**config.mk**
```make
export PLATFORM = sky130hd
export DESIGN_NAME = core_task_receiver_flat
export DESIGN_NICKNAME = d
export VERILOG_FILES = /design/src/rtl/core_task_receiver_if.sv /design/src/rtl/core_task_receiver.sv /design/src/flat_wrapper.sv
export SDC_FILE = /design/constraint.sdc
export NUM_CORES = 2
export LEC_CHECK = 0
export CAP_MARGIN = 30
export CORE_AREA = 8 8 530 532
export CTS_CLUSTER_SIZE = 12
export DETAILED_ROUTE_END_ITERATION = 8
export DIE_AREA = 0 0 538 540
export PLACE_DENSITY = 0.49
export SYNTH_ARGS = -nofsm -noshare
export SYNTH_HDL_FRONTEND = slang
export SYNTH_SLANG_ARGS = --single-unit
```
**constraint.sdc**
```tcl
create_clock -name clk -period 30.6 [get_ports clk]
set_input_delay 4.59 -clock clk [delete_from_list [all_inputs] [get_ports clk]]
set_output_delay 4.59 -clock clk [all_outputs]
set_load 0.05 [all_outputs]
```
**src/rtl/core_task_receiver_if.sv**
```systemverilog
// rtl/core_task_receiver_if.sv - task-dispatch and pipeline signal bundle for one core
//
// Purpose: groups the scheduler-facing and pipeline-facing signals of a
// core_task_receiver so that they travel as one port.
//   slave  : view used by core_task_receiver (the core endpoint)
//   master : view used by whoever drives it (scheduler plus pipeline)
// Signals:
//   Start, Insn_Data, Init_R0_Vect, Init_R0 : scheduler -> core
//   Ready                                   : core -> scheduler back-pressure
//   exec_start, exec_len, r0_value          : core -> pipeline task launch
//   exec_done, imem_rd_addr                 : pipeline -> core
//   imem_rd_data, proto_err                 : core -> pipeline / status
interface core_task_receiver_if #(
  parameter int NUM_CORES   = 16,
  parameter int FRAME_WIDTH = 128,
  parameter int REG_WIDTH   = 8,
  parameter int IMEM_DEPTH  = 16
);
  localparam int AW = $clog2(IMEM_DEPTH);

  logic [NUM_CORES-1:0]           Start;
  logic [FRAME_WIDTH-1:0]         Insn_Data;
  logic [NUM_CORES-1:0]           Init_R0_Vect;
  logic [NUM_CORES*REG_WIDTH-1:0] Init_R0;
  logic                           Ready;
  logic                           exec_start;
  logic [AW:0]                    exec_len;
  logic [REG_WIDTH-1:0]           r0_value;
  logic                           exec_done;
  logic [AW-1:0]                  imem_rd_addr;
  logic [FRAME_WIDTH-1:0]         imem_rd_data;
  logic                           proto_err;

  modport slave (
    input  Start, Insn_Data, Init_R0_Vect, Init_R0, exec_done, imem_rd_addr,
    output Ready, exec_start, exec_len, r0_value, imem_rd_data, proto_err
  );

  modport master (
    output Start, Insn_Data, Init_R0_Vect, Init_R0, exec_done, imem_rd_addr,
    input  Ready, exec_start, exec_len, r0_value, imem_rd_data, proto_err
  );
endinterface

```
**src/rtl/core_task_receiver.sv**
```systemverilog
// rtl/core_task_receiver.sv - core-side task-dispatch endpoint with local frame buffer
//
// Purpose: captures this core's R0 value and a burst of instruction frames,
// launches the pipeline with a one-cycle exec_start pulse, and holds Ready
// low until the pipeline reports exec_done.
// Ports:
//   clk   : system clock
//   reset : asynchronous active-low reset
//   bus   : core_task_receiver_if.slave (scheduler strobes, Ready, launch
//           outputs, pipeline completion, frame read port, proto_err)
module core_task_receiver #(
  parameter int CORE_ID     = 0,
  parameter int NUM_CORES   = 16,
  parameter int FRAME_WIDTH = 128,
  parameter int REG_WIDTH   = 8,
  parameter int IMEM_DEPTH  = 16
) (
  input  logic                 clk,
  input  logic                 reset,
  core_task_receiver_if.slave  bus
);
  localparam int AW = $clog2(IMEM_DEPTH);
  localparam logic [AW:0] DEPTH_L = (AW+1)'(IMEM_DEPTH);

  localparam logic [1:0] S_IDLE   = 2'd0;
  localparam logic [1:0] S_LOAD   = 2'd1;
  localparam logic [1:0] S_LAUNCH = 2'd2;
  localparam logic [1:0] S_RUN    = 2'd3;

  logic [1:0]             r_state;
  logic [AW:0]            r_wr_ptr;
  logic                   r_ready;
  logic                   r_exec_start;
  logic [AW:0]            r_exec_len;
  logic [REG_WIDTH-1:0]   r_r0;
  logic                   r_err;
  logic [FRAME_WIDTH-1:0] r_rd_data;
  logic [FRAME_WIDTH-1:0] r_mem [IMEM_DEPTH];

  wire w_start   = bus.Start[CORE_ID];
  wire w_r0_load = bus.Init_R0_Vect[CORE_ID];
  wire w_full    = (r_wr_ptr == DEPTH_L);

  // Frames land only in IDLE (slot 0) or LOAD below capacity; everything
  // else is either an overflow drop or a protocol violation.
  wire          w_wr_en   = w_start && ((r_state == S_IDLE) ||
                                        ((r_state == S_LOAD) && !w_full));
  wire [AW-1:0] w_wr_addr = (r_state == S_IDLE) ? '0 : r_wr_ptr[AW-1:0];

  // Other cores' vector bits and R0 slots are deliberately ignored.
  wire w_unused = ^{bus.Start, bus.Init_R0_Vect, bus.Init_R0};

  always_ff @(posedge clk or negedge reset) begin
    if (!reset) begin
      r_state      <= S_IDLE;
      r_wr_ptr     <= '0;
      r_ready      <= 1'b1;
      r_exec_start <= 1'b0;
      r_exec_len   <= '0;
      r_r0         <= '0;
      r_err        <= 1'b0;
      r_rd_data    <= '0;
    end else begin
      r_exec_start <= 1'b0;
      r_rd_data    <= r_mem[bus.imem_rd_addr];
      case (r_state)
        S_IDLE: begin
          if (w_start) begin
            r_state  <= S_LOAD;
            r_wr_ptr <= (AW+1)'(1);
          end
          if (bus.exec_done) r_err <= 1'b1;
        end
        S_LOAD: begin
          if (w_start) begin
            if (w_full) r_err <= 1'b1;
            else        r_wr_ptr <= r_wr_ptr + 1'b1;
          end else begin
            // Ready drops together with the launch pulse so the scheduler
            // sees back-pressure in the same cycle the pipeline starts.
            r_state      <= S_LAUNCH;
            r_ready      <= 1'b0;
            r_exec_start <= 1'b1;
            r_exec_len   <= r_wr_ptr;
          end
          if (bus.exec_done) r_err <= 1'b1;
        end
        S_LAUNCH: begin
          // exec_done here is a stale pulse, not a completion: no error.
          r_state <= S_RUN;
          if (w_start) r_err <= 1'b1;
        end
        default: begin
          if (w_start) r_err <= 1'b1;
          if (bus.exec_done) begin
            r_state  <= S_IDLE;
            r_ready  <= 1'b1;
            r_wr_ptr <= '0;
          end
        end
      endcase
      if (w_r0_load) r_r0 <= bus.Init_R0[CORE_ID*REG_WIDTH +: REG_WIDTH];
    end
  end

  // Buffer contents survive reset; only the write pointer is cleared.
  always_ff @(posedge clk) begin
    if (w_wr_en) r_mem[w_wr_addr] <= bus.Insn_Data;
  end

  assign bus.Ready        = r_ready;
  assign bus.exec_start   = r_exec_start;
  assign bus.exec_len     = r_exec_len;
  assign bus.r0_value     = r_r0;
  assign bus.imem_rd_data = r_rd_data;
  assign bus.proto_err    = r_err;
endmodule

```
**src/flat_wrapper.sv**
```systemverilog
// flat-port wrapper written by rule: the top's interface ports become plain ports
module core_task_receiver_flat 
#(
  parameter int CORE_ID     = 0,
  parameter int NUM_CORES   = 16,
  parameter int FRAME_WIDTH = 128,
  parameter int REG_WIDTH   = 8,
  parameter int IMEM_DEPTH  = 16
)
  (clk, reset, bus_Start, bus_Insn_Data, bus_Init_R0_Vect, bus_Init_R0, bus_exec_done, bus_imem_rd_addr, bus_Ready, bus_exec_start, bus_exec_len, bus_r0_value, bus_imem_rd_data, bus_proto_err);
  core_task_receiver_if #(.NUM_CORES(NUM_CORES), .FRAME_WIDTH(FRAME_WIDTH), .REG_WIDTH(REG_WIDTH), .IMEM_DEPTH(IMEM_DEPTH)) bus_i ();
  input  logic clk;
  input  logic reset;
  input wire logic [$bits(bus_i.Start)-1:0] bus_Start;
  input wire logic [$bits(bus_i.Insn_Data)-1:0] bus_Insn_Data;
  input wire logic [$bits(bus_i.Init_R0_Vect)-1:0] bus_Init_R0_Vect;
  input wire logic [$bits(bus_i.Init_R0)-1:0] bus_Init_R0;
  input wire logic [$bits(bus_i.exec_done)-1:0] bus_exec_done;
  input wire logic [$bits(bus_i.imem_rd_addr)-1:0] bus_imem_rd_addr;
  output wire logic [$bits(bus_i.Ready)-1:0] bus_Ready;
  output wire logic [$bits(bus_i.exec_start)-1:0] bus_exec_start;
  output wire logic [$bits(bus_i.exec_len)-1:0] bus_exec_len;
  output wire logic [$bits(bus_i.r0_value)-1:0] bus_r0_value;
  output wire logic [$bits(bus_i.imem_rd_data)-1:0] bus_imem_rd_data;
  output wire logic [$bits(bus_i.proto_err)-1:0] bus_proto_err;
  assign bus_i.Start = bus_Start;
  assign bus_i.Insn_Data = bus_Insn_Data;
  assign bus_i.Init_R0_Vect = bus_Init_R0_Vect;
  assign bus_i.Init_R0 = bus_Init_R0;
  assign bus_i.exec_done = bus_exec_done;
  assign bus_i.imem_rd_addr = bus_imem_rd_addr;
  assign bus_Ready = bus_i.Ready;
  assign bus_exec_start = bus_i.exec_start;
  assign bus_exec_len = bus_i.exec_len;
  assign bus_r0_value = bus_i.r0_value;
  assign bus_imem_rd_data = bus_i.imem_rd_data;
  assign bus_proto_err = bus_i.proto_err;
  core_task_receiver #(.CORE_ID(CORE_ID), .NUM_CORES(NUM_CORES), .FRAME_WIDTH(FRAME_WIDTH), .REG_WIDTH(REG_WIDTH), .IMEM_DEPTH(IMEM_DEPTH)) u_core (.clk(clk), .reset(reset), .bus(bus_i));
endmodule
```
After elaboration in Yosys (flattened, before gate mapping)
Memory sizes are Yosys's and may differ from the RTL's. A register that Yosys moved wholly into a read port is not among the register bits. Cells that the tools add are included.

$add $sub $neg: 1. Equality and inequality tests: 10. Multiplexer cells: 22. Bitwise logic cells: 3. Reduce and logical (&&, ||, !) cells: 16.

Operators by type and width (number): $mux 5 (4); $pmux 5 s3 (1); $mux 1 (10); $ne 2x2->1 const B (5); $mux 2 (3); $pmux 2 s3 (1); $reduce_and 3->1 (2); $reduce_bool 3->1 (2); $add 5x1->5 const B (1); $eq 5x5->1 const B (1); $reduce_and 5->1 (1); $mux 4 (1); $pmux 1 s2 (2); $reduce_and 4->1 (1); $reduce_bool 4->1 (1); $ne 3x2->1 const B (1); $ne 3x3->1 const B (1); $not 1->1 (3); $eq 2x1->1 const B (1); $eq 2x2->1 const B (1); $logic_and 1x1->1 (2); $logic_not 1->1 (2); $logic_not 2->1 (1); $reduce_and 2->1 (1); 3 further kinds (3).

Register bits after elaboration: 23. Bits in writable memories: 2048. Input bits: 295. Memories kept: 1.

Memories: u_core.r_mem (depth 16, bits a word 128, read ports 1, clocked after memory_dff 1, wr ports 1, line core_task_receiver.sv:38) `logic [FRAME_WIDTH-1:0] r_mem [IMEM_DEPTH];`.

Depth between registers and ports, before layout
Word-level depth: 7. Mapped depth: 8. Mapped depth without buffers: 6.

Least setup slack after synthesis
OpenSTA, ideal clock, no wires.

Kind: in2reg. Start point: input bus_Start[0]. End point: memory u_core.r_mem[3][0], enable pin. Library setup time: 771 ps. Data arrival time: 13844 ps. Data required time: 29829 ps. Slack: 15985 ps. Stages on the path: 4. Path buffers: 1. Cell sequence: buf_2 nor3b_1 nand4_1 nor3_1.

Longest elaborated chain between the ends: 3.

RTL lines: start, declared (line flat_wrapper.sv:14) `input wire logic [$bits(bus_i.Start)-1:0] bus_Start;`; $logic_and 1x1->1 (line core_task_receiver.sv:46) `wire w_wr_en = w_start && ((r_state == S_IDLE) ||`; $mux 1 (line core_task_receiver.sv:108) `if (w_wr_en) r_mem[w_wr_addr] <= bus.Insn_Data;`; $mux 1 (implied by the code) (line core_task_receiver.sv:108); end, declared (line core_task_receiver.sv:38).

No other way between the ends.

Final worst setup path
Start point: input bus_Start[0]. End point: memory u_core.r_mem[10][71], enable pin.

Same word-level chain as after synthesis.

==> results by group <==
Global routing
  – Grt ovf: 0
  – Largest net degree at the start of global routing: approximately 110
  – Global Route Usage Sum: 14.50%
  – First-pass GRT wire length: 304200 um
  – Initial antenna violation count: 59
  – Number of global-route vias before repair: about 40000

Synth
  – Register area share after synthesis: roughly four fifths
  – Syn_area_per_cell: 23.15 um2
  – FF+latch count, synth: 2199
  – Synth cell types: 42
  – Syn Inst Count: 3506
  – Share of the synthesized area in the top cell type: 75.77%
  – Predominant post-synthesis flop cell: edfxtp_1
  – Post-synth EDFFs: ~2000
  – Syn Nets: 3807
  – Mapped cell area: 81160 um2
  – Synth area leaders: edfxtp_1 76%, mux4_2 13%, dfrtp_1 4.6%
  – Yosys top cell by area: edfxtp_1
  – Ys Warns: 0
  – Async set-reset flop share out of synthesis: 6.867%

Setup path
  – Max FO, Critical Path: 43
  – R2r setup slk: 26.03 ns
  – Crit path from: bus_Start[0]
  – Critical Path Sink Type: register
  – CP max stage delay: 0.86 ns
  – Critical Path Slowest Stage Cell: buf_4
  – WP data required: 31.04 ns
  – CP Cell Sequence: clkdlybuf4s50_1 -> nor3b_1 -> nand4_1 -> nor2_4 -> buf_4 -> buf_4
  – Kind of critical path: input pin to register
  – Critical Path Most Common Cell: buf_4
  – Reg2Reg Capture Point: u_core.r_mem[12][124]$_DFFE_PP_
  – Worst path arrival time: 8.54 ns
  – Reg2reg start: u_core.r_wr_ptr[0]$_DFFE_PN0P_
  – Worst Setup EP: u_core.r_mem[10][71]$_DFFE_PP_
  – R2R cell count: 9
  – Element type at the critical path start: input pin

Cells and area
  – Layout cells sized above 1: 22.73%
  – Final instance area: 96510 um2
  – FF/Latch Area: 65280 um2
  – Area Overhead vs Synth: 18.91%
  – Layout fillers: 25271
  – Final core occ: 35.43%
  – Multi-input combinational cell area: around 15000 um2
  – Nets: between 4000 and 5000

Place
  – Placed Area: 88700 um2
  – Setup WS pre-CTS: around 21 ns
  – I/O Buffers: 288
  – GP Congestion: 0.6815
  – Post-DP HPWL: 112000 um

Route
  – Routed via count: about 37000
  – Routed Wire Length: 215900 um
  – # DRC: 0
  – Pre-Repair DR Iteration Count: 6
  – Wire per inst: ~28 um
  – Vias/cell: 4.827
  – ANT nets after route: 0
  – Initial DRC count: around 3000

Power
  – PD cells: between 70 and 80 nW/um2
  – VDD IR max: 0.00004607 V
  – Static Leak: 30.60 nW

Clocking
  – CTS Buf Count: 245
  – TritonCTS clock tree: done
  – H-tree depth: 4
  – Clock sink count: 2199
  – Cts hold-fix bufs: 0
  – Skew-Pair Late Insertion Delay: 0.92 ns
  – Setup Buffers After CTS: 0
  – Post-CTS Resized: 0
  – Max Buffers Root-to-Sink: 4
  – Root Driver: clkbuf_16
  – Clk slew on worst S/H paths: 0.06 ns

Die
  – Die span in x: 538 um
  – Die height: ~540 um
  – Rows: roughly 190
  – Core box area: 272400 um2
  – Die ar.: 290500 um2
  – Initial core utilization: ~30%
  – # IOs: between 400 and 500

Timing
  – Final Cycle Share: 26.46%
  – Skew final: roughly 0.09 ns
  – Fin crit period: 8.097 ns
  – Unrepaired setup endpoints after global routing: no
  – Max frequency: ~120 MHz
  – Fin Setup TNS: 0 ns
  – Worst hold slack: 0.4609 ns
  – Max Slew Vio Count: 0
  – Setup ws final: 22.50 ns
  – Worst-Margin Slew: around 1.0 ns
  – Final hold violations: 0
  – Max_slew headroom: 30.50%
  – Final setup violation count: 0

Hold path
  – Type of the tightest min-delay check: register to register

Run
  – Max-cap check violation count: 0

Outcome
  – Outcome: complete, no violations
cells in the mapped netlist (all sizes together) (4+ instances only):
cell and number:
nor2b 19, a22oi 224, mux2i 97, o211ai 22, a21oi 31, o21ai 14
dfrtp 150, mux4 465, nor2 23, buf 101, o22ai 19, ha 6
mux2 14, a22o 4, clkbuf 87, a211oi 16, nand2 122, nand3 7
inv 7, edfxtp 2048
routing by layer:
| metal | GRT usage, % | vias up | wire (um) |
|---|---|---|---|
| li1 | - | 15781 | - |
| met1 | 19.43 | 20394 | 93670 |
| met2 | 24.19 | 883 | 105600 |
| met3 | 3.122 | 340 | 11910 |
| met4 | 3.467 | 24 | 4648 |
| met5 | 0 | - | 146 |
critical path: cells and delay by family:
family / cells / cell delay (ns)
and+or+nand+nor: 3 / 1.53
buffers and inverters: 3 / 2.29
stage by stage:
stage	std cells	total power, mW
after floorplan	3506	3.804
after global placement	7281	4.027
after detailed placement	7288	4.036
after CTS	7728	6.867
after global routing	7738	7.007
final	7753	6.761
power by group:
group	switching [mW]	leakage [nW]	total, mW	internal, mW
clock network	1.18	3.70	2.80	1.63
registers	0.0330	20.3	3.44	3.41
logic	0.343	6.63	0.519	0.176
total	1.55	30.6	6.76	5.21
final cells by class:
type | count | area share (%)
tap | 3589 | 4.653
clock buffer | 344 | 6.977
antenna | 20 | 0.05186
inverter | 8 | 0.03241
sequential | 2199 | 67.64
timing repair buffer | 386 | 4.063
clock inverter | 96 | 0.9296
multi-input combinational | 1111 | 15.65
flip-flops by register name (all words and copies together) (netlist names):
register,cells
u_core.r_wr_ptr,5
u_core.bus.exec_len,5
u_core.bus.exec_start,1
u_core.bus.imem_rd_data,128
u_core.r_mem,2048
u_core.r_state,2
u_core.bus.r0_value,8
u_core.bus.proto_err,1
u_core.bus.Ready,1
layout by cell type, fill, tap and decap left out, types with 16 or more instances in the layout:
cell type           n
clkinv_2           31
buf_4              81
a211oi_1           16
mux4_2            465
clkinv_1           34
clkbuf_1           77
o211ai_1           22
a22oi_1           224
dfrtp_1           150
clkdlybuf4s50_1   283
edfxtp_1         2048
nand2_1           121
diode_2            20
clkbuf_16         246
a21oi_1            31
nor2_4             17
o22ai_1            19
mux2i_1            97
clkbuf_8           21
cell families (layout without fill, tap and decap cells):
group	Yosys count	after routing	synth area share, %
multiplexers	576	576	14.29
other	0	20	0
AND/OR/NAND/NOR	192	192	1.031
AO/OA/AOI/OAI	337	337	2.960
buffers and inverters	196	834	1.195
adder cells (fa/ha/maj)	6	6	0.09249
flip-flops	2199	2199	80.43
worst min-delay path by stage:
| stage | from | end | slack [ns] | cells past startpoint |
|---|---|---|---|---|
| floorplan | u_core.r_state[0]$_DFFE_PN0P_ | u_core.r_state[0]$_DFFE_PN0P_ | 0.50 | 2 |
| global placement | u_core.bus.proto_err$_DFFE_PN0P_ | u_core.bus.proto_err$_DFFE_PN0P_ | 0.45 | 1 |
| detailed placement | u_core.bus.proto_err$_DFFE_PN0P_ | u_core.bus.proto_err$_DFFE_PN0P_ | 0.45 | 1 |
| CTS | u_core.bus.proto_err$_DFFE_PN0P_ | u_core.bus.proto_err$_DFFE_PN0P_ | 0.47 | 1 |
| global route | u_core.bus.proto_err$_DFFE_PN0P_ | u_core.bus.proto_err$_DFFE_PN0P_ | 0.52 | 1 |
| finish | u_core.bus.proto_err$_DFFE_PN0P_ | u_core.bus.proto_err$_DFFE_PN0P_ | 0.46 | 1 |
No activity file was read; power rests on OpenSTA's default activity.
